`config.mk`:
```
export PLATFORM = sky130hd
export DESIGN_NAME = tag_write_queue_flat
export DESIGN_NICKNAME = d
export VERILOG_FILES = /design/src/rtl/tag_write_queue_pkg.sv /design/src/rtl/tag_write_queue_if.sv /design/src/rtl/tag_write_queue_fifo.sv /design/src/rtl/tag_write_queue.sv /design/src/flat_wrapper.sv
export SDC_FILE = /design/constraint.sdc
export NUM_CORES = 1
export LEC_CHECK = 0
export CORE_MARGIN = 2
export CORE_UTILIZATION = 40
export DETAILED_ROUTE_END_ITERATION = 8
export GPL_TIMING_DRIVEN = 0
export PLACE_DENSITY = 0.65
export SLEW_MARGIN = 20
export SYNTH_ARGS = -nofsm -noshare
export SYNTH_HDL_FRONTEND = slang
export SYNTH_SLANG_ARGS = --single-unit
export TNS_END_PERCENT = 1
```
`constraint.sdc`:
```
create_clock -name clock -period 5.9 [get_ports clock]
set_input_delay 0.885 -clock clock [delete_from_list [all_inputs] [get_ports clock]]
set_output_delay 0.885 -clock clock [all_outputs]
set_load 0.005 [all_outputs]
```
`src/rtl/tag_write_queue_pkg.sv`:
```
// Shared dcache tag-meta definitions: sizes, FSM encoding and the tag-write request record.
package tag_write_queue_pkg;

   localparam int unsigned QUEUE_DEPTH = 4;
   localparam int unsigned NUM_SETS    = 64;
   localparam int unsigned NUM_WAYS    = 8;
   localparam int unsigned TAG_BITS    = 24;
   localparam int unsigned IDX_BITS    = $clog2(NUM_SETS);
   localparam int unsigned CNT_BITS    = $clog2(QUEUE_DEPTH + 1);

   typedef enum logic {
      ST_INIT = 1'b0,
      ST_RUN  = 1'b1
   } state_t;

   typedef struct packed {
      logic [IDX_BITS-1:0] idx;
      logic [NUM_WAYS-1:0] way_en;
      logic [TAG_BITS-1:0] tag;
   } req_t;

endpackage

```
`src/rtl/tag_write_queue_if.sv`:
```
// Tag-write request handshake between the arbiter (master) and the write queue (slave).
interface tag_write_queue_if;
   import tag_write_queue_pkg::*;

   logic                valid;
   logic                ready;
   logic [IDX_BITS-1:0] bits_idx;
   logic [NUM_WAYS-1:0] bits_way_en;
   logic [TAG_BITS-1:0] bits_tag;

   modport master (output valid, output bits_idx, output bits_way_en, output bits_tag,
                   input  ready);
   modport slave  (input  valid, input  bits_idx, input  bits_way_en, input  bits_tag,
                   output ready);
endinterface

```
`src/rtl/tag_write_queue_fifo.sv`:
```
// Circular request FIFO with wrapping read/write pointers and an occupancy counter.
module tag_write_fifo
   import tag_write_queue_pkg::*;
#(
   parameter int unsigned DEPTH = QUEUE_DEPTH,
   localparam int unsigned PTR_W = $clog2(DEPTH),
   localparam int unsigned CNT_W = $clog2(DEPTH + 1)
) (
   input  logic             clock,
   input  logic             reset,
   input  logic             push,
   input  logic             pop,
   input  req_t             push_data,
   output req_t             head_c,
   output logic [CNT_W-1:0] count,
   output logic [CNT_W-1:0] count_next_c
);

   req_t             mem [DEPTH];
   logic [PTR_W-1:0] wr_ptr;
   logic [PTR_W-1:0] rd_ptr;

   // Next pointer value, wrapping at the last entry.
   function automatic logic [PTR_W-1:0] ptr_inc(input logic [PTR_W-1:0] p);
      return (p == PTR_W'(DEPTH - 1)) ? '0 : p + PTR_W'(1);
   endfunction

   assign head_c = mem[rd_ptr];

   // Occupancy after this edge; push and pop together leave it unchanged.
   always_comb begin
      count_next_c = count;
      case ({push, pop})
         2'b10:   count_next_c = count + CNT_W'(1);
         2'b01:   count_next_c = count - CNT_W'(1);
         default: count_next_c = count;
      endcase
   end

   // Pointer and occupancy registers.
   always_ff @(posedge clock or posedge reset) begin
      if (reset) begin
         wr_ptr <= '0;
         rd_ptr <= '0;
         count  <= '0;
      end else begin
         if (push) wr_ptr <= ptr_inc(wr_ptr);
         if (pop)  rd_ptr <= ptr_inc(rd_ptr);
         count <= count_next_c;
      end
   end

   // Entry storage; contents are meaningless until written, so no reset.
   always_ff @(posedge clock) begin
      if (push) mem[wr_ptr] <= push_data;
   end

endmodule

```
`src/rtl/tag_write_queue.sv`:
```
// Tag-array write queue: clears every set after reset, then drains buffered tag writes
// to the SRAM in order whenever no tag read is scheduled.
module tag_write_queue
   import tag_write_queue_pkg::req_t;
   import tag_write_queue_pkg::state_t;
   import tag_write_queue_pkg::ST_INIT;
   import tag_write_queue_pkg::ST_RUN;
   import tag_write_queue_pkg::IDX_BITS;
#(
   parameter int unsigned QUEUE_DEPTH = tag_write_queue_pkg::QUEUE_DEPTH,
   parameter int unsigned NUM_SETS    = tag_write_queue_pkg::NUM_SETS,
   parameter int unsigned NUM_WAYS    = tag_write_queue_pkg::NUM_WAYS,
   parameter int unsigned TAG_BITS    = tag_write_queue_pkg::TAG_BITS,
   localparam int unsigned CNT_W      = $clog2(QUEUE_DEPTH + 1)
) (
   input  logic                clock,
   input  logic                reset,
   tag_write_queue_if.slave    io_req,
   input  logic                io_read_block,
   output logic                io_sram_wen,
   output logic [IDX_BITS-1:0] io_sram_idx,
   output logic [NUM_WAYS-1:0] io_sram_way_en,
   output logic [TAG_BITS-1:0] io_sram_tag,
   output logic                io_init_done,
   output logic [CNT_W-1:0]    io_count
);

   state_t              state;
   state_t              state_next;
   logic [IDX_BITS-1:0] init_cnt;
   logic [IDX_BITS-1:0] init_cnt_next;
   logic                ready;
   logic                ready_next;
   logic                push;
   logic                pop;
   logic                load;
   logic                wen_next;
   req_t                sram_next;
   req_t                push_data;
   req_t                head;
   logic [CNT_W-1:0]    count_next;

   assign io_req.ready = ready;
   assign push         = io_req.valid && ready;

   always_comb begin
      push_data        = '0;
      push_data.idx    = io_req.bits_idx;
      push_data.way_en = io_req.bits_way_en;
      push_data.tag    = io_req.bits_tag;
   end

   tag_write_fifo #(
      .DEPTH (QUEUE_DEPTH)
   ) u_fifo (
      .clock        (clock),
      .reset        (reset),
      .push         (push),
      .pop          (pop),
      .push_data    (push_data),
      .head_c       (head),
      .count        (io_count),
      .count_next_c (count_next)
   );

   // Next state, clear-counter advance, dequeue decision and the next SRAM write.
   always_comb begin
      state_next    = state;
      init_cnt_next = init_cnt;
      pop           = 1'b0;
      load          = 1'b0;
      wen_next      = 1'b0;
      sram_next     = head;
      case (state)
         ST_INIT: begin
            if (!io_read_block) begin
               load             = 1'b1;
               wen_next         = 1'b1;
               sram_next.idx    = init_cnt;
               sram_next.way_en = {NUM_WAYS{1'b1}};
               sram_next.tag    = TAG_BITS'(0);
               init_cnt_next    = init_cnt + IDX_BITS'(1);
               if (init_cnt == IDX_BITS'(NUM_SETS - 1)) state_next = ST_RUN;
            end
         end
         ST_RUN: begin
            // An empty way mask still leaves the queue, it just never reaches the SRAM.
            if ((io_count != '0) && !io_read_block) begin
               pop = 1'b1;
               if (|head.way_en) begin
                  load     = 1'b1;
                  wen_next = 1'b1;
               end
            end
         end
         default: state_next = ST_INIT;
      endcase
      ready_next = (state_next == ST_RUN) && (count_next < CNT_W'(QUEUE_DEPTH));
   end

   // FSM, clear counter and handshake-ready registers.
   always_ff @(posedge clock or posedge reset) begin
      if (reset) begin
         state        <= ST_INIT;
         init_cnt     <= '0;
         ready        <= 1'b0;
         io_init_done <= 1'b0;
      end else begin
         state        <= state_next;
         init_cnt     <= init_cnt_next;
         ready        <= ready_next;
         io_init_done <= (state_next == ST_RUN);
      end
   end

   // SRAM write port register stage; fields hold between writes.
   always_ff @(posedge clock or posedge reset) begin
      if (reset) begin
         io_sram_wen    <= 1'b0;
         io_sram_idx    <= '0;
         io_sram_way_en <= '0;
         io_sram_tag    <= '0;
      end else begin
         io_sram_wen <= wen_next;
         if (load) begin
            io_sram_idx    <= sram_next.idx;
            io_sram_way_en <= sram_next.way_en;
            io_sram_tag    <= sram_next.tag;
         end
      end
   end

endmodule

```
`src/flat_wrapper.sv`:
```
// flat-port wrapper written by rule: the top's interface ports become plain ports
module tag_write_queue_flat import tag_write_queue_pkg::req_t; import tag_write_queue_pkg::state_t; import tag_write_queue_pkg::ST_INIT; import tag_write_queue_pkg::ST_RUN; import tag_write_queue_pkg::IDX_BITS;
#(
   parameter int unsigned QUEUE_DEPTH = tag_write_queue_pkg::QUEUE_DEPTH,
   parameter int unsigned NUM_SETS    = tag_write_queue_pkg::NUM_SETS,
   parameter int unsigned NUM_WAYS    = tag_write_queue_pkg::NUM_WAYS,
   parameter int unsigned TAG_BITS    = tag_write_queue_pkg::TAG_BITS,
   localparam int unsigned CNT_W      = $clog2(QUEUE_DEPTH + 1)
)
  (clock, reset, io_read_block, io_sram_wen, io_sram_idx, io_sram_way_en, io_sram_tag, io_init_done, io_count, io_req_valid, io_req_bits_idx, io_req_bits_way_en, io_req_bits_tag, io_req_ready);
  tag_write_queue_if io_req_i ();
  input  logic clock;
  input  logic reset;
  input  logic io_read_block;
  output logic io_sram_wen;
  output logic [IDX_BITS-1:0] io_sram_idx;
  output logic [NUM_WAYS-1:0] io_sram_way_en;
  output logic [TAG_BITS-1:0] io_sram_tag;
  output logic io_init_done;
  output logic [CNT_W-1:0] io_count;
  input wire logic [$bits(io_req_i.valid)-1:0] io_req_valid;
  input wire logic [$bits(io_req_i.bits_idx)-1:0] io_req_bits_idx;
  input wire logic [$bits(io_req_i.bits_way_en)-1:0] io_req_bits_way_en;
  input wire logic [$bits(io_req_i.bits_tag)-1:0] io_req_bits_tag;
  output wire logic [$bits(io_req_i.ready)-1:0] io_req_ready;
  assign io_req_i.valid = io_req_valid;
  assign io_req_i.bits_idx = io_req_bits_idx;
  assign io_req_i.bits_way_en = io_req_bits_way_en;
  assign io_req_i.bits_tag = io_req_bits_tag;
  assign io_req_ready = io_req_i.ready;
  tag_write_queue #(.QUEUE_DEPTH(QUEUE_DEPTH), .NUM_SETS(NUM_SETS), .NUM_WAYS(NUM_WAYS), .TAG_BITS(TAG_BITS)) u_core (.clock(clock), .reset(reset), .io_req(io_req_i), .io_read_block(io_read_block), .io_sram_wen(io_sram_wen), .io_sram_idx(io_sram_idx), .io_sram_way_en(io_sram_way_en), .io_sram_tag(io_sram_tag), .io_init_done(io_init_done), .io_count(io_count));
endmodule
```
==> metrics.log <==
INFO  metric pwr-share-seq = 52.5%
INFO  metric total_leakage_power = around 3.3 nW
INFO  metric cts_hold_buf = 0
INFO  metric first_global_vias = roughly 4300
INFO  metric clockBufferDepth = 3
INFO  metric finClkSkew = approximately 0.018 ns
INFO  metric critical_path.endpoint = u_core.io_sram_tag[2]$_DFFE_PP0P_
INFO  metric synth.ff_latch_count = a little over 200
INFO  metric critPathMaxStageDelay = about 0.5 ns
INFO  metric place_worst_setup_slack = 2.56 ns
INFO  metric dominant_combinational_cell_family_by_area_after_synthesis = multiplexers
INFO  metric routed_via_density = 4.94
INFO  metric cts-buffers-inserted = 21
INFO  metric pin_count_of_the_biggest_net_entering_global_routing = between 50 and 60
INFO  metric timing.critical_path.depth = 7
INFO  metric outcome = complete, no violations
INFO  metric cellInternalPower = approximately 0.0025 W
INFO  metric placed_cells_incl_taps = approximately 780
INFO  metric die_area = 20600 sq um
INFO  metric drive_gt1_share = 16.7%
INFO  metric synth.net_count = 480
INFO  metric antenna_found_initial = 0
INFO  metric io_buffer_count = 85
INFO  metric power_density = approximately 320 nW/um^2
INFO  metric vdd_ir_drop_max = 0.231 mV
INFO  metric finish.utilization = approximately half
INFO  metric critical_path_class = in2reg
INFO  metric diodes = 0
INFO  metric setup_viol = 0
INFO  metric muxShareOfSynthArea = roughly 12%
INFO  metric grt-ovfl-total = 0
INFO  metric detailroute.via_count = ~4100
INFO  metric crit_required = around 6.3 ns
INFO  metric setup_ws = 3.14 ns
INFO  metric cp_data_arrival_time = between 3 and 4 ns
INFO  metric synth_compound_gate_area_share = between 3 and 4%
INFO  metric setup.worst_path.start_class = input port
INFO  metric postRouteAntennaNets = 0
INFO  metric period_share = about 47%
INFO  metric die_y = roughly 140 microns
INFO  metric tritoncts = built
INFO  metric cap_viol_max_count = 0
INFO  metric design.final.nets = between 500 and 600
INFO  metric most_common_cell_after_layout_fill_and_taps_aside = edfxtp_1
INFO  metric rr_endpoint = u_core.io_sram_tag[2]$_DFFE_PP0P_
INFO  metric grt_setup_unrepaired = false
INFO  metric cp_num_buf_inv = 4
INFO  metric clk_pin_slew = about 0.060 ns
INFO  metric synth-main-ff-cell = edfxtp_1
INFO  metric postRouteWirelength = between 15000 and 20000 microns
INFO  metric io_pins = between 80 and 90
INFO  metric post_cts_resized = 0
INFO  metric max_slew_margin = 41.3%
INFO  metric global_route.usage.total = ~16%
INFO  metric dr.first_iter.drc_count = 366
INFO  metric finalHoldViolCount = 0
INFO  metric clkPwrFrac = between 40% and 50%
INFO  metric initial_cell_density_of_the_core = about two fifths
INFO  metric num-fill-cells = 1613
INFO  metric clkLatencyLatePin = approximately 0.49 ns
INFO  metric clock.fmax = roughly 360 MHz
INFO  metric synth_cell_type_count = 32
INFO  metric drc_errors = 0
INFO  metric cts.repair_timing.setup_buffer_count = 0
INFO  metric timing.critical_path.slowest_stage_cell = a21boi_2
INFO  metric std_cell_rows = just over 50
INFO  metric cp_cell_sequence = clkdlybuf4s50_1 -> inv_1 -> o311a_1 -> clkbuf_1 -> a21boi_2 -> clkbuf_1 -> o21ai_0
INFO  metric globalplace.congestion = roughly 0.75
INFO  metric r2r_start = u_core.u_fifo.rd_ptr[1]$_DFFE_PP0P_
INFO  metric syn-cell-area = around 7800 sq um
INFO  metric area.growth.synth_to_final = 25.4%
INFO  metric finalNonFillerCells = approximately 800
INFO  metric die_width = around 140 microns
INFO  metric finalSetupTns = 0 ns
INFO  metric synth_area_in_adders = 1.38%
INFO  metric htreeDepth = 1
INFO  metric core_footprint = roughly 19000 sq um
INFO  metric clock_sink_count = a little over 200
INFO  metric swShare = 21.2%
INFO  metric timing.critical_path.max_delay_family = buffers and inverters
INFO  metric synth_area_per_cell = around 18 sq um
INFO  metric synth_async_sr_flop_share = a little over a quarter
INFO  metric synth_xor_area_share = less than 1%
INFO  metric power.combinational.fraction = under 10%
INFO  metric layout.cells.most_common_list = edfxtp_1 (152), clkdlybuf4s50_1 (85), nand2_1 (66)
INFO  metric synth_simple_gate_area_share = 5.09%
INFO  metric place.detailed.hpwl = 10200 microns
INFO  metric post-route-min-period = 2.76 ns
INFO  metric netlist_instances = between 400 and 500
INFO  metric number_of_enable_type_register_cells_in_the_synthesized_netlist = between 150 and 200
INFO  metric crit_path_max_fanout = 10
INFO  metric p_switching = ~0.00067 W
INFO  metric routedWlPerCell = approximately 19 microns
INFO  metric critPathLaunch = io_read_block
INFO  metric synth_seq_area_share = about three quarters
INFO  metric critical_path_most_common_cell = clkbuf_1
INFO  metric rrSetupSlack = between 3 and 4 ns
INFO  metric worst_setup_path_end_kind = flop
INFO  metric min_path_type = reg2reg
INFO  metric worst-slew-pin-transition = ~0.88 ns
INFO  metric yosys_warnings = 0
INFO  metric slew_violations = 0
INFO  metric worst-r2r-cell-count = 8
INFO  metric first_pass_grt_wire_length = 24500 microns
INFO  metric drt_pre_antenna_iters = 5
INFO  metric cts_root_buf = clkbuf_16
==> routing by layer <==
layer  wire length (microns)  global-route usage [%]  vias to the layer above
li1                        -                       -                     1860
met1                    6720                    21.7                     2060
met2                    7590                    26.0                      123
met3                     907                    2.97                       19
met4                     299                    3.77                        0
met5                       0                       0                        -
==> flip-flops by register name (all words and copies together), names as in the netlist <==
register / count
u_core.u_fifo.mem: 152
u_core.io_sram_idx: 6
u_core.io_req.ready: 1
u_core.init_cnt: 6
u_core.io_sram_tag: 24
u_core.io_sram_way_en: 8
u_core.io_sram_wen: 1
u_core.io_init_done: 1
u_core.u_fifo.count: 3
u_core.u_fifo.rd_ptr: 2
u_core.u_fifo.wr_ptr: 2
==> synth_stat cells (all sizes together), types with 2 or more instances <==
cell    count  area [sq um]
xor2        2          17.5
nand2      66           248
nor4        2          25.0
nor2       12          45.0
and3        6          37.5
edfxtp    152          4560
inv         5          18.8
buf        10          62.6
o21ai      36           180
ha          7          87.6
clkbuf     12          45.0
xnor2       6          52.6
mux2        4          45.0
mux4       38           856
a22oi       4          30.0
dfrtp      54          1350
==> how the worst min path moves through the flow <==
stage | cells past startpoint | to | from | slack [ns]
final | 1 | u_core.init_cnt[2]$_DFFE_PP0P_ | u_core.init_cnt[2]$_DFFE_PP0P_ | 0.50
after global routing | 1 | u_core.init_cnt[5]$_DFFE_PP0P_ | u_core.init_cnt[5]$_DFFE_PP0P_ | 0.53
after CTS | 1 | u_core.init_cnt[2]$_DFFE_PP0P_ | u_core.init_cnt[2]$_DFFE_PP0P_ | 0.50
after detailed placement | 1 | u_core.init_cnt[2]$_DFFE_PP0P_ | u_core.init_cnt[2]$_DFFE_PP0P_ | 0.49
after global placement | 1 | u_core.init_cnt[2]$_DFFE_PP0P_ | u_core.init_cnt[2]$_DFFE_PP0P_ | 0.47
after floorplan | 1 | u_core.init_cnt[2]$_DFFE_PP0P_ | u_core.init_cnt[2]$_DFFE_PP0P_ | 0.45
==> worst reg2reg max path, cell delays in order (launching register included) <==
cell      delay [ns]
dfrtp_1         0.41
buf_1           0.50
mux4_2          0.44
nor4_2          0.35
a21boi_2        0.20
buf_6           0.20
buf_2           0.20
nand2_1         0.11
o21ai_0         0.09
==> power by group through the flow <==
stage	sequential [W]	combinational (W)	clock, W
floorplan	0.00168	0.000103	0
CTS	0.00166	0.000219	0.00131
finish	0.00166	0.000215	0.00128
global placement	0.00169	0.000208	0
global route	0.00167	0.000241	0.00137
detailed placement	0.00169	0.000219	0
==> layout make-up <==
class	instances	area [sq um]	share of cell area, %
timing repair buffer	89	961	9.84
clock inverter	8	76.3	0.782
buffer	22	108	1.10
tap	265	332	3.40
sequential	206	5920	60.6
inverter	5	21.3	0.218
clock buffer	30	599	6.14
multi-input combinational	197	1750	17.9
==> cells by family (layout without fill, tap and decap cells) <==
group,after synthesis,after routing
XOR/XNOR,8,8
AO/OA/AOI/OAI,46,46
AND/OR/NAND/NOR,93,93
buffers and inverters,27,154
multiplexers,42,42
adder cells (fa/ha/maj),8,8
flip-flops,206,206
==> per-stage QoR <==
stage          total power [W]  hold slack [ns]  area (sq um)
6_report               0.00316            0.499          9760
5_1_grt                0.00328            0.533          9760
4_1_cts                0.00319            0.503          9760
3_5_place_dp           0.00191            0.491          9090
3_3_place_gp           0.00189            0.473          8970
2_1_floorplan          0.00178            0.451          7790
Power figures use the tool's default switching activity.
